`src/rtl/data_pkg.sv`:
```
// Shared definitions for the data_gen / data_check stream pattern pair.
// Holds the LFSR constants so generator-side and checker-side stalls stay identical.
package data_pkg;

    // Right-shifting Fibonacci LFSR, x^16+x^14+x^13+x^11+1: feedback from bits 0,2,3,5.
    localparam logic [15:0] LFSR_SEED = 16'hACE1;
    localparam logic [15:0] LFSR_TAPS = 16'h002D;

    typedef struct packed {
        logic keep;
        logic last;
        logic seq;
        logic lane;
    } err_flags_t;

    typedef enum logic {
        SEED,
        RUN
    } chk_state_e;

    function automatic logic [15:0] lfsr_next(input logic [15:0] s, input logic [15:0] taps);
        return {^(s & taps), s[15:1]};
    endfunction

endpackage

```
`src/rtl/lfsr16.sv`:
```
// 16-bit free-running LFSR with load-on-reset seed and step enable.
// Used for pseudo-random TREADY/TVALID throttling.
module lfsr16
    import data_pkg::*;
#(
    parameter logic [15:0] SEED_VAL = LFSR_SEED,
    parameter logic [15:0] TAPS_VAL = LFSR_TAPS
) (
    input  logic        clk,
    input  logic        resetn,
    input  logic        i_en,
    output logic [15:0] o_state
);

    logic [15:0] r_state;

    always_ff @(posedge clk) begin
        if (!resetn) begin
            r_state <= SEED_VAL;
        end else if (i_en) begin
            r_state <= lfsr_next(r_state, TAPS_VAL);
        end
    end

    assign o_state = r_state;

endmodule

```
`src/rtl/data_check.sv`:
```
// AXI-Stream checker for the replicated-counter pattern from data_gen.
// Stage 1 registers per-beat check results; stage 2 updates statistics and first-error capture.
module data_check
    import data_pkg::*;
#(
    parameter int unsigned DW        = 512,
    parameter int unsigned WORD_W    = 16,
    parameter int unsigned PKT_BEATS = 8,
    parameter int unsigned CNT_W     = 32
) (
    input  logic              clk,
    input  logic              resetn,
    input  logic [DW-1:0]     AXIS_IN_TDATA,
    input  logic [DW/8-1:0]   AXIS_IN_TKEEP,
    input  logic              AXIS_IN_TLAST,
    input  logic              AXIS_IN_TVALID,
    output logic              AXIS_IN_TREADY,
    input  logic              stall_en,
    input  logic              clear,
    output logic [CNT_W-1:0]  pkt_count,
    output logic [CNT_W-1:0]  beat_count,
    output logic [CNT_W-1:0]  err_count,
    output logic              error,
    output logic [3:0]        err_flags,
    output logic [WORD_W-1:0] err_expect,
    output logic [WORD_W-1:0] err_actual
);

    localparam int unsigned LANES = DW / WORD_W;
    localparam int unsigned POS_W = $clog2(PKT_BEATS);

    function automatic logic [CNT_W-1:0] sat_inc(input logic [CNT_W-1:0] v);
        return (&v) ? v : v + 1'b1;
    endfunction

    logic [15:0]       w_lfsr;
    logic              w_accept;
    logic [WORD_W-1:0] w_w0;
    logic [LANES-1:0]  w_lane_neq;
    logic              w_last_pos;
    err_flags_t        w_flags;

    logic              r_tready;
    chk_state_e        r_state;
    logic [WORD_W-1:0] r_expect;
    logic [POS_W-1:0]  r_pos;

    logic              r_s1_vld;
    logic              r_s1_last;
    err_flags_t        r_s1_flags;
    logic [WORD_W-1:0] r_s1_expect;
    logic [WORD_W-1:0] r_s1_actual;

    logic [CNT_W-1:0]  r_pkt_cnt;
    logic [CNT_W-1:0]  r_beat_cnt;
    logic [CNT_W-1:0]  r_err_cnt;
    logic              r_error;
    err_flags_t        r_err_flags;
    logic [WORD_W-1:0] r_err_expect;
    logic [WORD_W-1:0] r_err_actual;

    lfsr16 #(
        .SEED_VAL (LFSR_SEED),
        .TAPS_VAL (LFSR_TAPS)
    ) u_lfsr (
        .clk     (clk),
        .resetn  (resetn),
        .i_en    (1'b1),
        .o_state (w_lfsr)
    );

    assign w_accept   = AXIS_IN_TVALID & r_tready;
    assign w_w0       = AXIS_IN_TDATA[WORD_W-1:0];
    assign w_last_pos = (r_pos == POS_W'(PKT_BEATS - 1));

    for (genvar g = 0; g < LANES; g++) begin : g_lane
        assign w_lane_neq[g] = (AXIS_IN_TDATA[g*WORD_W +: WORD_W] != w_w0);
    end

    always_comb begin
        w_flags      = '0;
        w_flags.keep = ~&AXIS_IN_TKEEP;
        w_flags.last = AXIS_IN_TLAST != w_last_pos;
        w_flags.seq  = (r_state == RUN) && (w_w0 != r_expect);
        w_flags.lane = |w_lane_neq;
    end

    // Acceptance stage: sequence tracking and per-beat check results.
    always_ff @(posedge clk) begin
        if (!resetn) begin
            r_tready    <= 1'b0;
            r_state     <= SEED;
            r_expect    <= '0;
            r_pos       <= '0;
            r_s1_vld    <= 1'b0;
            r_s1_last   <= 1'b0;
            r_s1_flags  <= '0;
            r_s1_expect <= '0;
            r_s1_actual <= '0;
        end else begin
            r_tready <= stall_en ? w_lfsr[0] : 1'b1;
            r_s1_vld <= w_accept && !clear;
            if (w_accept) begin
                // An accepted TLAST realigns packet position even when it arrived early.
                r_pos       <= (AXIS_IN_TLAST || w_last_pos) ? '0 : r_pos + 1'b1;
                r_s1_last   <= AXIS_IN_TLAST;
                r_s1_flags  <= w_flags;
                r_s1_expect <= r_expect;
                r_s1_actual <= w_w0;
                if (clear) begin
                    r_state <= SEED;
                end else begin
                    r_state  <= RUN;
                    r_expect <= w_w0 + 1'b1;
                end
            end else if (clear) begin
                r_state <= SEED;
            end
        end
    end

    // Statistics stage; clear wins over a result arriving in the same cycle.
    always_ff @(posedge clk) begin
        if (!resetn || clear) begin
            r_pkt_cnt    <= '0;
            r_beat_cnt   <= '0;
            r_err_cnt    <= '0;
            r_error      <= 1'b0;
            r_err_flags  <= '0;
            r_err_expect <= '0;
            r_err_actual <= '0;
        end else if (r_s1_vld) begin
            r_beat_cnt <= sat_inc(r_beat_cnt);
            if (r_s1_last) begin
                r_pkt_cnt <= sat_inc(r_pkt_cnt);
            end
            if (|r_s1_flags) begin
                r_err_cnt <= sat_inc(r_err_cnt);
                r_error   <= 1'b1;
                if (!r_error) begin
                    r_err_flags  <= r_s1_flags;
                    r_err_expect <= r_s1_expect;
                    r_err_actual <= r_s1_actual;
                end
            end
        end
    end

    assign AXIS_IN_TREADY = r_tready;
    assign pkt_count      = r_pkt_cnt;
    assign beat_count     = r_beat_cnt;
    assign err_count      = r_err_cnt;
    assign error          = r_error;
    assign err_flags      = r_err_flags;
    assign err_expect     = r_err_expect;
    assign err_actual     = r_err_actual;

endmodule

```
`config.mk`:
```
export PLATFORM = sky130hd
export DESIGN_NAME = data_check
export DESIGN_NICKNAME = d
export VERILOG_FILES = /design/src/rtl/data_pkg.sv /design/src/rtl/lfsr16.sv /design/src/rtl/data_check.sv
export SDC_FILE = /design/constraint.sdc
export NUM_CORES = 1
export LEC_CHECK = 0
export ABC_AREA = 0
export BUFFER_PORTS_ARGS = -buffer_cell sky130_fd_sc_hd__clkbuf_2
export CELL_PAD_IN_SITES_DETAIL_PLACEMENT = 0
export CELL_PAD_IN_SITES_GLOBAL_PLACEMENT = 1
export CORE_AREA = 4 4 277 279
export DETAILED_ROUTE_END_ITERATION = 10
export DIE_AREA = 0 0 281 283
export GPL_TIMING_DRIVEN = 0
export PLACE_DENSITY_LB_ADDON = 0.15
export SETUP_SLACK_MARGIN = 0.02
export SLEW_MARGIN = 30
export SYNTH_ARGS = -nofsm -noshare
export SYNTH_HDL_FRONTEND = slang
export SYNTH_SLANG_ARGS = --single-unit
```
`constraint.sdc`:
```
create_clock -name clk -period 5.8 [get_ports clk]
set_input_delay 0.29 -clock clk [delete_from_list [all_inputs] [get_ports clk]]
set_output_delay 0.29 -clock clk [all_outputs]
set_load 0.05 [all_outputs]
```
Word-level counts from Yosys, hierarchy flattened
Cells that the tools add are included.

storage, ports and cells
  input bits = 582
  register bits = 208
  word-level logic and storage cells = 94

cells by class
  bitwise logic cells = 6
  equal/unequal tests = 34
  add/sub/neg operators = 5
  reduce and logical (&&, ||, !) cells = 21
  mux-type cells = 5

operators with widths
  operator                                       count
  inequality test 16 bit                         32
  adder 32 x 1 -> 32 bit, second input constant  3
  AND reduction 32 bit                           3
  AND reduction 64 bit                           1
  OR reduction 31 bit                            1
  adder 16 x 1 -> 16 bit, second input constant  1
  XOR reduction 16 bit                           1
  AND reduction 3 bit                            3
  AND reduction 2 bit                            3
  NOT 1 bit                                      5
  two-way mux 1 bit                              4
  OR reduction 4 bit                             1
  adder 3 x 1 -> 3 bit, second input constant    1
  equality test 3 bit, second input constant     1
  logical NOT 1 bit                              3
  two-way mux 3 bit                              1
  logical AND 1 bit                              2
  logical OR 1 bit                               2
  nonzero test 2 bit                             1
  AND 1 bit                                      1
  inequality test 1 bit                          1

Depth between registers and ports, before layout
Gate-level depths: netlist (run 1).

  word-level depth = 3
  depth in mapped cells = 10
  depth with buffers taken out = 7

Cells and area by module
From an unflattened synthesis (run 1), not the netlist that was laid out.

unflattened totals
  cell total of the unflattened synthesis = 1743
  area total of the unflattened synthesis = 12932.4 um^2

by module, submodules not included
  module      area each (um^2)  cells each  times used
  data_check  12301.8           1689        1
  lfsr16      630.6             54          1

Least setup slack after synthesis (run 1)
Ideal clock, no wire load.

  path type = register to register
  from = register r_beat_cnt[3], in the netlist beat_count[3]
  to = register r_beat_cnt[31], in the netlist beat_count[31]
  path slack = 3.350 ns
  arrival = 2.380 ns
  cell stages (with the launch flop) = 7
  library setup time = 0.070 ns
  buffers on the path = 0
  cell sequence = dfxtp_1 -> nand2_1 -> nor4_4 -> nand4_1 -> or4_4 -> or3_1 -> a21oi_1

on the way
  word-level cells in the longest chain between the ends = 3
  elaborated cells between the ends (all ways) = 4

ends and longest elaborated chain
  what                                                                            RTL line           text
  from (decl)                                                                     data_check.sv:55   logic [CNT_W-1:0] r_beat_cnt;
  from (signal assigned)                                                          data_check.sv:133  r_beat_cnt <= sat_inc(r_beat_cnt);
  parallel branches: the longest is 3 deep, another holds adder 32 x 1 -> 32 bit  n/a

Parallel ways; which one is timed is not known.
A chain may end at the register's enable or synchronous reset.

Worst setup path in the final report (run 1)
  from = input AXIS_IN_TDATA[7]
  to = register r_s1_flags[0] (netlist name)

on the way
  word-level cells in the longest chain between the ends = 2
  elaborated cells between the ends (all ways) = 32

ends and longest elaborated chain
  what                    RTL line           text
  from (decl)             data_check.sv:13   input logic [DW-1:0] AXIS_IN_TDATA,
  inequality test 16 bit  data_check.sv:77   assign w_lane_neq[g] = (AXIS_IN_TDATA[g*WORD_W +: WORD_W] != w_w0);
  OR reduction 31 bit *   data_check.sv:85   w_flags.lane = |w_lane_neq;
  to (signal assigned)    data_check.sv:107  r_s1_flags <= w_flags;
  to (decl)               data_check.sv:50   err_flags_t r_s1_flags;

Every way passes the cells marked *; elsewhere a longest branch is shown, timed or not.

==> run metrics, run 1 <==
Max-Slew Margin vs Limit=31.8%; Die Area=79500 um^2; highest clock rate=294 MHz; Hold Path Class=in -> reg; via count=16352; first-pass GRT wire length=133000 um; RSZ-0062 raised after global routing=no; GRT Util Overall=23.7%; Post-DP HPWL=86500 um; core region area=74200 um^2; via/cell ratio=4.76; share of the synthesized area in the top cell type=32.7%; initial antenna violation count=53; Crit Path Category=in -> reg; mux cell area share after synthesis=1.49%; largest family of logic cells by synthesized area=simple AND/OR/NAND/NOR gates; Area contributors post-synth=dfxtp_1, nand2_1, xor2_1; post-route cell area=18500 um^2; GPL Wtd Cong=0.941; Final setup viols=0; worst-path maximum fanout=10; Reg2Reg Depth=7; TritonCTS Sinks=208; vias in the first global route=16481; crit path DAT=3.82 ns; later-pin clock latency in the skew report=0.54 ns; Port Buf Inserts=712; Remaining DRCs=0; remaining antenna violation count=0; maximum VDD drop=0.195 mV; mapped cell area=12700 um^2; Die Width=281 um; dominant synthesized flop cell=dfxtp_1; die span in y=283 um; XOR/XNOR Fraction of Synth Area=9.42%; Syn Nets=2274; area grow syn2layout=44.9%; hold path depth=4; setup TNS=0 ns; sequential area share after synthesis=32.7%; setup bufs post-CTS=0; EDFF count, synth=0; FP Rows=100; share of layout cells above drive strength 1=32.9%; PwrDens=202 nW/um^2; wire per inst=28.8 um; Hold Vio Cnt, Final=0; Final nets=3016; crit start category=input pin; status=finished, final reports clean; Synth Area in Compound Gates=15.7%; simple-gate share of the synthesized area=36.2%; Tcrit/Tclk final=58.7%; # IOs=716; GRT overflow=0; Synth Warn #=0; pin count of the biggest net entering global routing=13; CTS tree=yes; min cycle time layout=3.40 ns; CTS clk-pin slew, worst paths=0.07 ns; Starting DRT DRC Count=1098; cell taking the most area after synthesis=dfxtp_1; DR pass1 iterations=6; maxcap violations=0; slew at the pin closest to its max-slew limit=1.01 ns; Async SR Flop Fraction=0%; Yosys cell types=65; CTS buffer count=26; leakage=7.65 nW; Syn Inst Count=1685; Placed Area=17500 um^2; post-synthesis register bit count=208; initial core utilization=17.2%; H-tree depth=1; Root Driver=clkbuf_16; Slew Limit Fails=0; routed wire length=98900 um; CP Data Required Time=6.21 ns; CP Capture Type=flop; Mean Syn Cell Area=7.56 um^2; Clock Skew=0.0160 ns; area share of fa/ha/maj cells after synthesis=0.688%; Max Buffers Root-to-Sink=3
[metrics by stage]
step / instances / total power, W / setup slack [ns] / utilization (%) / hold slack, ns
after floorplan: 1685 / 0.00171 / 3.35 / - / 0.386
after global placement: 3366 / 0.00213 / 1.26 / 23.6 / 0.392
after detailed placement: 3366 / 0.00214 / 1.78 / 23.6 / 0.396
after CTS: 3411 / 0.00378 / 2.36 / 24.8 / 0.00247
after global routing: 3432 / 0.00388 / 2.38 / 24.9 / 0.133
final: 3435 / 0.00372 / 2.40 / 24.9 / 0.124
[kinds of logic (layout without fill, tap and decap cells)]
logic type      count (synthesis)  in the layout
buf+inv                       117            875
xor+xnor                      137            137
fa+ha+maj                       7              7
mux                            19             19
simple gates                  894            894
compound gates                303            303
other cells                     0             23
flops                         208            208
[power by group]
group	leakage [nW]	internal (W)	switching [W]
Sequential	1.68	0.00145	0.0000158
Clock	0.417	0.000971	0.000640
Combinational	5.55	0.000251	0.000392
Total	7.65	0.00267	0.00105
[flip-flops by register name, indices dropped and copies added (netlist names), 4 cells and up]
name	cells
r_expect	16
r_s1_expect	16
pkt_count	32
beat_count	32
r_s1_actual	16
err_count	32
u_lfsr.o_state	16
err_expect	16
r_s1_flags	4
err_flags	4
err_actual	16
[layout by cell type (no fill, tap or decap), types with 6 or more instances in the layout]
| cell type | netlist | routed |
|---|---|---|
| clkbuf_2 | 0 | 714 |
| nand2_1 | 244 | 244 |
| dfxtp_1 | 208 | 208 |
| nor2_1 | 147 | 147 |
| nand4_1 | 109 | 109 |
| a21oi_1 | 81 | 81 |
| xor2_1 | 81 | 81 |
| nand3_1 | 80 | 80 |
| nor3_1 | 62 | 61 |
| clkbuf_1 | 57 | 60 |
| and3_1 | 58 | 58 |
| xnor2_1 | 56 | 56 |
| o21ai_0 | 52 | 52 |
| nor4_1 | 49 | 48 |
| a21boi_0 | 43 | 43 |
| or4_1 | 43 | 43 |
| or3_1 | 33 | 33 |
| buf_2 | 28 | 29 |
| clkbuf_16 | 0 | 27 |
| diode_2 | 0 | 23 |
| a31oi_1 | 23 | 23 |
| and4_1 | 22 | 22 |
| inv_1 | 21 | 21 |
| mux2i_1 | 19 | 19 |
| o22ai_1 | 16 | 16 |
| and2_1 | 15 | 15 |
| o211a_1 | 13 | 13 |
| nand2b_1 | 12 | 12 |
| o2111ai_1 | 10 | 10 |
| nor2b_1 | 7 | 7 |
| buf_1 | 8 | 7 |
| ha_1 | 7 | 7 |
| o31ai_1 | 7 | 6 |
| clkinv_2 | 0 | 6 |
[cell type report]
type	count	area, um^2
flip-flops and latches	208	4160
fillers	8543	55700
clock buffers	35	736
inverters	23	86.3
repair buffers	714	3580
multi-input cells	1360	8110
clock inverters	9	98.8
diodes	23	57.6
well taps	969	1210
plain buffers	94	399
[cells in the mapped netlist (all sizes together) (13+ instances only)]
library cell / n
nand2: 244
dfxtp: 208
nor2: 147
nand4: 109
a21oi: 83
xor2: 81
nand3: 80
nor3: 62
and3: 58
clkbuf: 57
xnor2: 56
o21ai: 55
nor4: 53
or4: 46
a21boi: 44
buf: 37
or3: 33
a31oi: 23
inv: 23
and4: 22
mux2i: 19
o22ai: 16
and2: 15
o211a: 13
[layer usage]
| layer | up-vias | track usage [%] | share of wire (%) |
|---|---|---|---|
| met5 | - | 0 | 0.044 |
| met4 | 6 | 8.06 | 3.5 |
| met3 | 145 | 4.73 | 6.9 |
| met2 | 705 | 43.1 | 50 |
| met1 | 7759 | 27.6 | 39 |
| li1 | 7737 | - | - |
[worst paths after layout]
path                                           end                from  slack, ns
worst max register to register       err_count[26]       err_count[10]       3.24
worst min register to register  u_lfsr.o_state[10]  u_lfsr.o_state[11]       0.41
worst min-delay path                 r_s1_flags[3]   AXIS_IN_TKEEP[38]       0.12
worst max-delay path                 r_s1_flags[0]    AXIS_IN_TDATA[7]       2.40
[worst max-delay path, cell delays in order]
cell and delay (ns):
clkbuf_2 0.22, buf_2 0.31, buf_1 0.75, nand4_1 0.15
a22oi_1 0.34, o211ai_1 0.22, a2111oi_0 0.69, nand4_1 0.25
nor4_1 0.44, a21oi_1 0.14
[what timing repair did]
item | in CTS | in global routing
endpoints found under the hold margin | 1 | 1
hold buffers | 1 | 1
resized for setup | 0 | 0
Power figures use the tool's default switching activity.
==> run 2: changes to the inputs <==
--- a/config.mk
+++ b/config.mk
@@ -5,13 +5,13 @@
 export SDC_FILE = /design/constraint.sdc
 export NUM_CORES = 1
 export LEC_CHECK = 0
-export ABC_AREA = 0
+export ABC_AREA = 1
 export BUFFER_PORTS_ARGS = -buffer_cell sky130_fd_sc_hd__clkbuf_2
 export CELL_PAD_IN_SITES_DETAIL_PLACEMENT = 0
 export CELL_PAD_IN_SITES_GLOBAL_PLACEMENT = 1
-export CORE_AREA = 4 4 277 279
+export CORE_AREA = 4 4 280 282
 export DETAILED_ROUTE_END_ITERATION = 10
-export DIE_AREA = 0 0 281 283
+export DIE_AREA = 0 0 284 286
 export GPL_TIMING_DRIVEN = 0
 export PLACE_DENSITY_LB_ADDON = 0.15
 export SETUP_SLACK_MARGIN = 0.02
==> constraint.sdc (replaced) <==
create_clock -name clk -period 3.24 [get_ports clk]
set_input_delay 0.162 -clock clk [delete_from_list [all_inputs] [get_ports clk]]
set_output_delay 0.162 -clock clk [all_outputs]
set_load 0.05 [all_outputs]
==> run 2 against run 1 <==
  * Via count increased by 37%
  * Synthesized cell count is 85% higher
  * Power increased by 94%
  * Clock-buffer cell count stayed put
  * Sequential share of layout area decreased by 4.1 points
  * Hold slack lost 0.096 ns
  * Die area up 2.1%
  * Sequential power grew 80%
  * Critical path type is now reg -> reg
  * Critical endpoint unchanged
  * Highest routed layer unchanged
==> run metrics, run 2 <==
status=finished, final reports clean; RSZ-0062 raised after global routing=no; GRT overflow=0; slew at the pin closest to its max-slew limit=0.881 ns; worst-path maximum fanout=9; dominant synthesized flop cell=dfxtp_1; FP Rows=101; via/cell ratio=4.61; GPL Wtd Cong=0.971; # IOs=716; Starting DRT DRC Count=1737; Final setup viols=0; most common cell after layout, fill and taps aside=nand2_1; Max Buffers Root-to-Sink=3; Mean Syn Cell Area=5.43 um^2; Reg power frac=36.6%; cell taking the most area after synthesis=dfxtp_1; Final nets=4441; Syn Nets=3707; P_sw=0.00229 W; most frequent cell after synthesis=nand2_1; CP Data Required Time=3.66 ns; EDFF count, synth=0; Tcrit/Tclk final=76.9%; Clk pwr share=39.6%; Port Buf Inserts=706; Sw Share=31.6%; Crit Path Category=reg -> reg; crit path DAT=2.91 ns; pre-CTS setup slack=0.253 ns; setup TNS=0 ns; mapped cell area=16900 um^2; highest clock rate=401 MHz; later-pin clock latency in the skew report=0.54 ns; placed cell count=4802; maximum VDD drop=0.360 mV; crit start category=flop; Pint=0.00495 W; Post-CTS Resized=0; H-tree depth=1; TritonCTS Sinks=208; pin count of the biggest net entering global routing=14; Synth Warn #=0; CP Capture Type=flop; Gate power share=23.8%; first-pass GRT wire length=154000 um; CTS tree=yes; area grow syn2layout=33.5%; fin util=29.9%; Root Driver=clkbuf_16; DR pass1 iterations=5; Yosys cell types=44; min cycle time layout=2.49 ns; most frequent cells in the layout=nand2_1, clkbuf_2, nor2_1, inv_1, o21ai_0; CTS clk-pin slew, worst paths=0.06 ns; Die Area=81200 um^2; maxcap violations=0; leakage=11.5 nW; Hold Path Class=in -> reg; Placed Area=21700 um^2; sequential area share after synthesis=24.6%; vias in the first global route=21652; PwrDens=320 nW/um^2; Post-DP HPWL=92900 um; Slew Limit Fails=0; GRT Util Overall=25.8%; Syn Inst Count=3118; Area contributors post-synth=dfxtp_1, nand2_1, nor2_1; remaining antenna violation count=0; initial antenna violation count=45; post-route cell area=22600 um^2; Clock Skew=0.0248 ns; die span in y=286 um; Non-Filler Instances=4868; wire per inst=22.7 um; Commonest cells post-synth=nand2_1, nor2_1, inv_1, o21ai_0, dfxtp_1; CTS hold repair buffers=2; Max-Slew Margin vs Limit=41.3%; Async SR Flop Fraction=0%; setup bufs post-CTS=0; Die Width=284 um; setup ws final=0.747 ns; routed wire length=111000 um; CTS buffer count=24; initial core utilization=22.4%; Remaining DRCs=0; core region area=75700 um^2; Hold Vio Cnt, Final=0; via count=22418; post-synthesis register bit count=208; share of layout cells above drive strength 1=22.7%; share of the synthesized area in the top cell type=24.6%
-- run 2: cell count changes after synthesis, sizes merged, moves of 46 or more --
| cell | delta |
|---|---|
| nand2 | +831 |
| nor2 | +423 |
| inv | +312 |
| o21ai | +230 |
| a21oi | +60 |
| and3 | -55 |
| buf | +53 |
| nand4 | -49 |
| or4 | -46 |
-- run 2: power by group through the flow --
| stage | registers (W) | clock network (W) | logic, W |
|---|---|---|---|
| floorplan | 0.00271 | 0 | 0.000774 |
| finish | 0.00265 | 0.00287 | 0.00172 |
| CTS | 0.00265 | 0.00296 | 0.00171 |
| global route | 0.00265 | 0.00307 | 0.00188 |
| global placement | 0.00270 | 0 | 0.00170 |
| detailed placement | 0.00270 | 0 | 0.00170 |
-- run 2: worst max-delay path: stages (launching register included) --
cell and delay [ns]:
dfxtp_1 0.40, nand2_1 0.33, inv_1 0.42, nand2_1 0.09, nor2_1 0.11, nand2_1 0.06
nor2_1 0.13, nand2_1 0.07, nor2_1 0.10, nand2_1 0.11, nor2_1 0.13, nand2_1 0.09
nor2_1 0.26, nor2_1 0.06
-- run 2: kinds of logic (layout without fill, tap and decap cells) --
logic type / Yosys count / after routing / share of synthesized area, %
xor gates and xnor gates: 92 / 92 / 4.76
AOI/OAI and AO/OA: 449 / 449 / 13.5
buffers and inverters: 471 / 1222 / 11.5
adders and majority gates: 7 / 7 / 0.517
and+or+nand+nor: 1891 / 1891 / 45.1
DFF: 208 / 208 / 24.6
other: 0 / 21 / 0
-- run 2: metrics by stage --
stage,hold slack [ns],total power (W)
floorplan,0.258,0.00348
global placement,0.352,0.00440
detailed placement,0.357,0.00440
CTS,0.0119,0.00732
global route,0.0408,0.00760
finish,0.0279,0.00723
-- run 2: area by class of cell --
cell class | count | area (um^2)
buffer | 135 | 692
multi-input combinational | 2439 | 10800
inverter | 336 | 1260
antenna | 21 | 52.6
clock buffer | 35 | 733
fill | 8862 | 53100
sequential | 208 | 4160
clock inverter | 8 | 101
tap | 978 | 1220
timing repair buffer | 708 | 3550
-- run 2: path summary, 6_finish.rpt --
| check | startpoint | end | slack (ns) | cells after the start |
|---|---|---|---|---|
| max | AXIS_IN_TREADY | r_s1_flags[0] | 0.75 | 13 |
| min | resetn | r_s1_actual[15] | 0.03 | 3 |
| max reg2reg | AXIS_IN_TREADY | r_s1_flags[0] | 0.75 | 13 |
| min reg2reg | u_lfsr.o_state[7] | u_lfsr.o_state[6] | 0.40 | 1 |
-- run 2: metal layers --
metal	GRT usage (%)	routed length [um]
met5	0	119
met1	31.8	46200
met2	46.2	54100
met3	4.57	7210
met4	7.24	2900
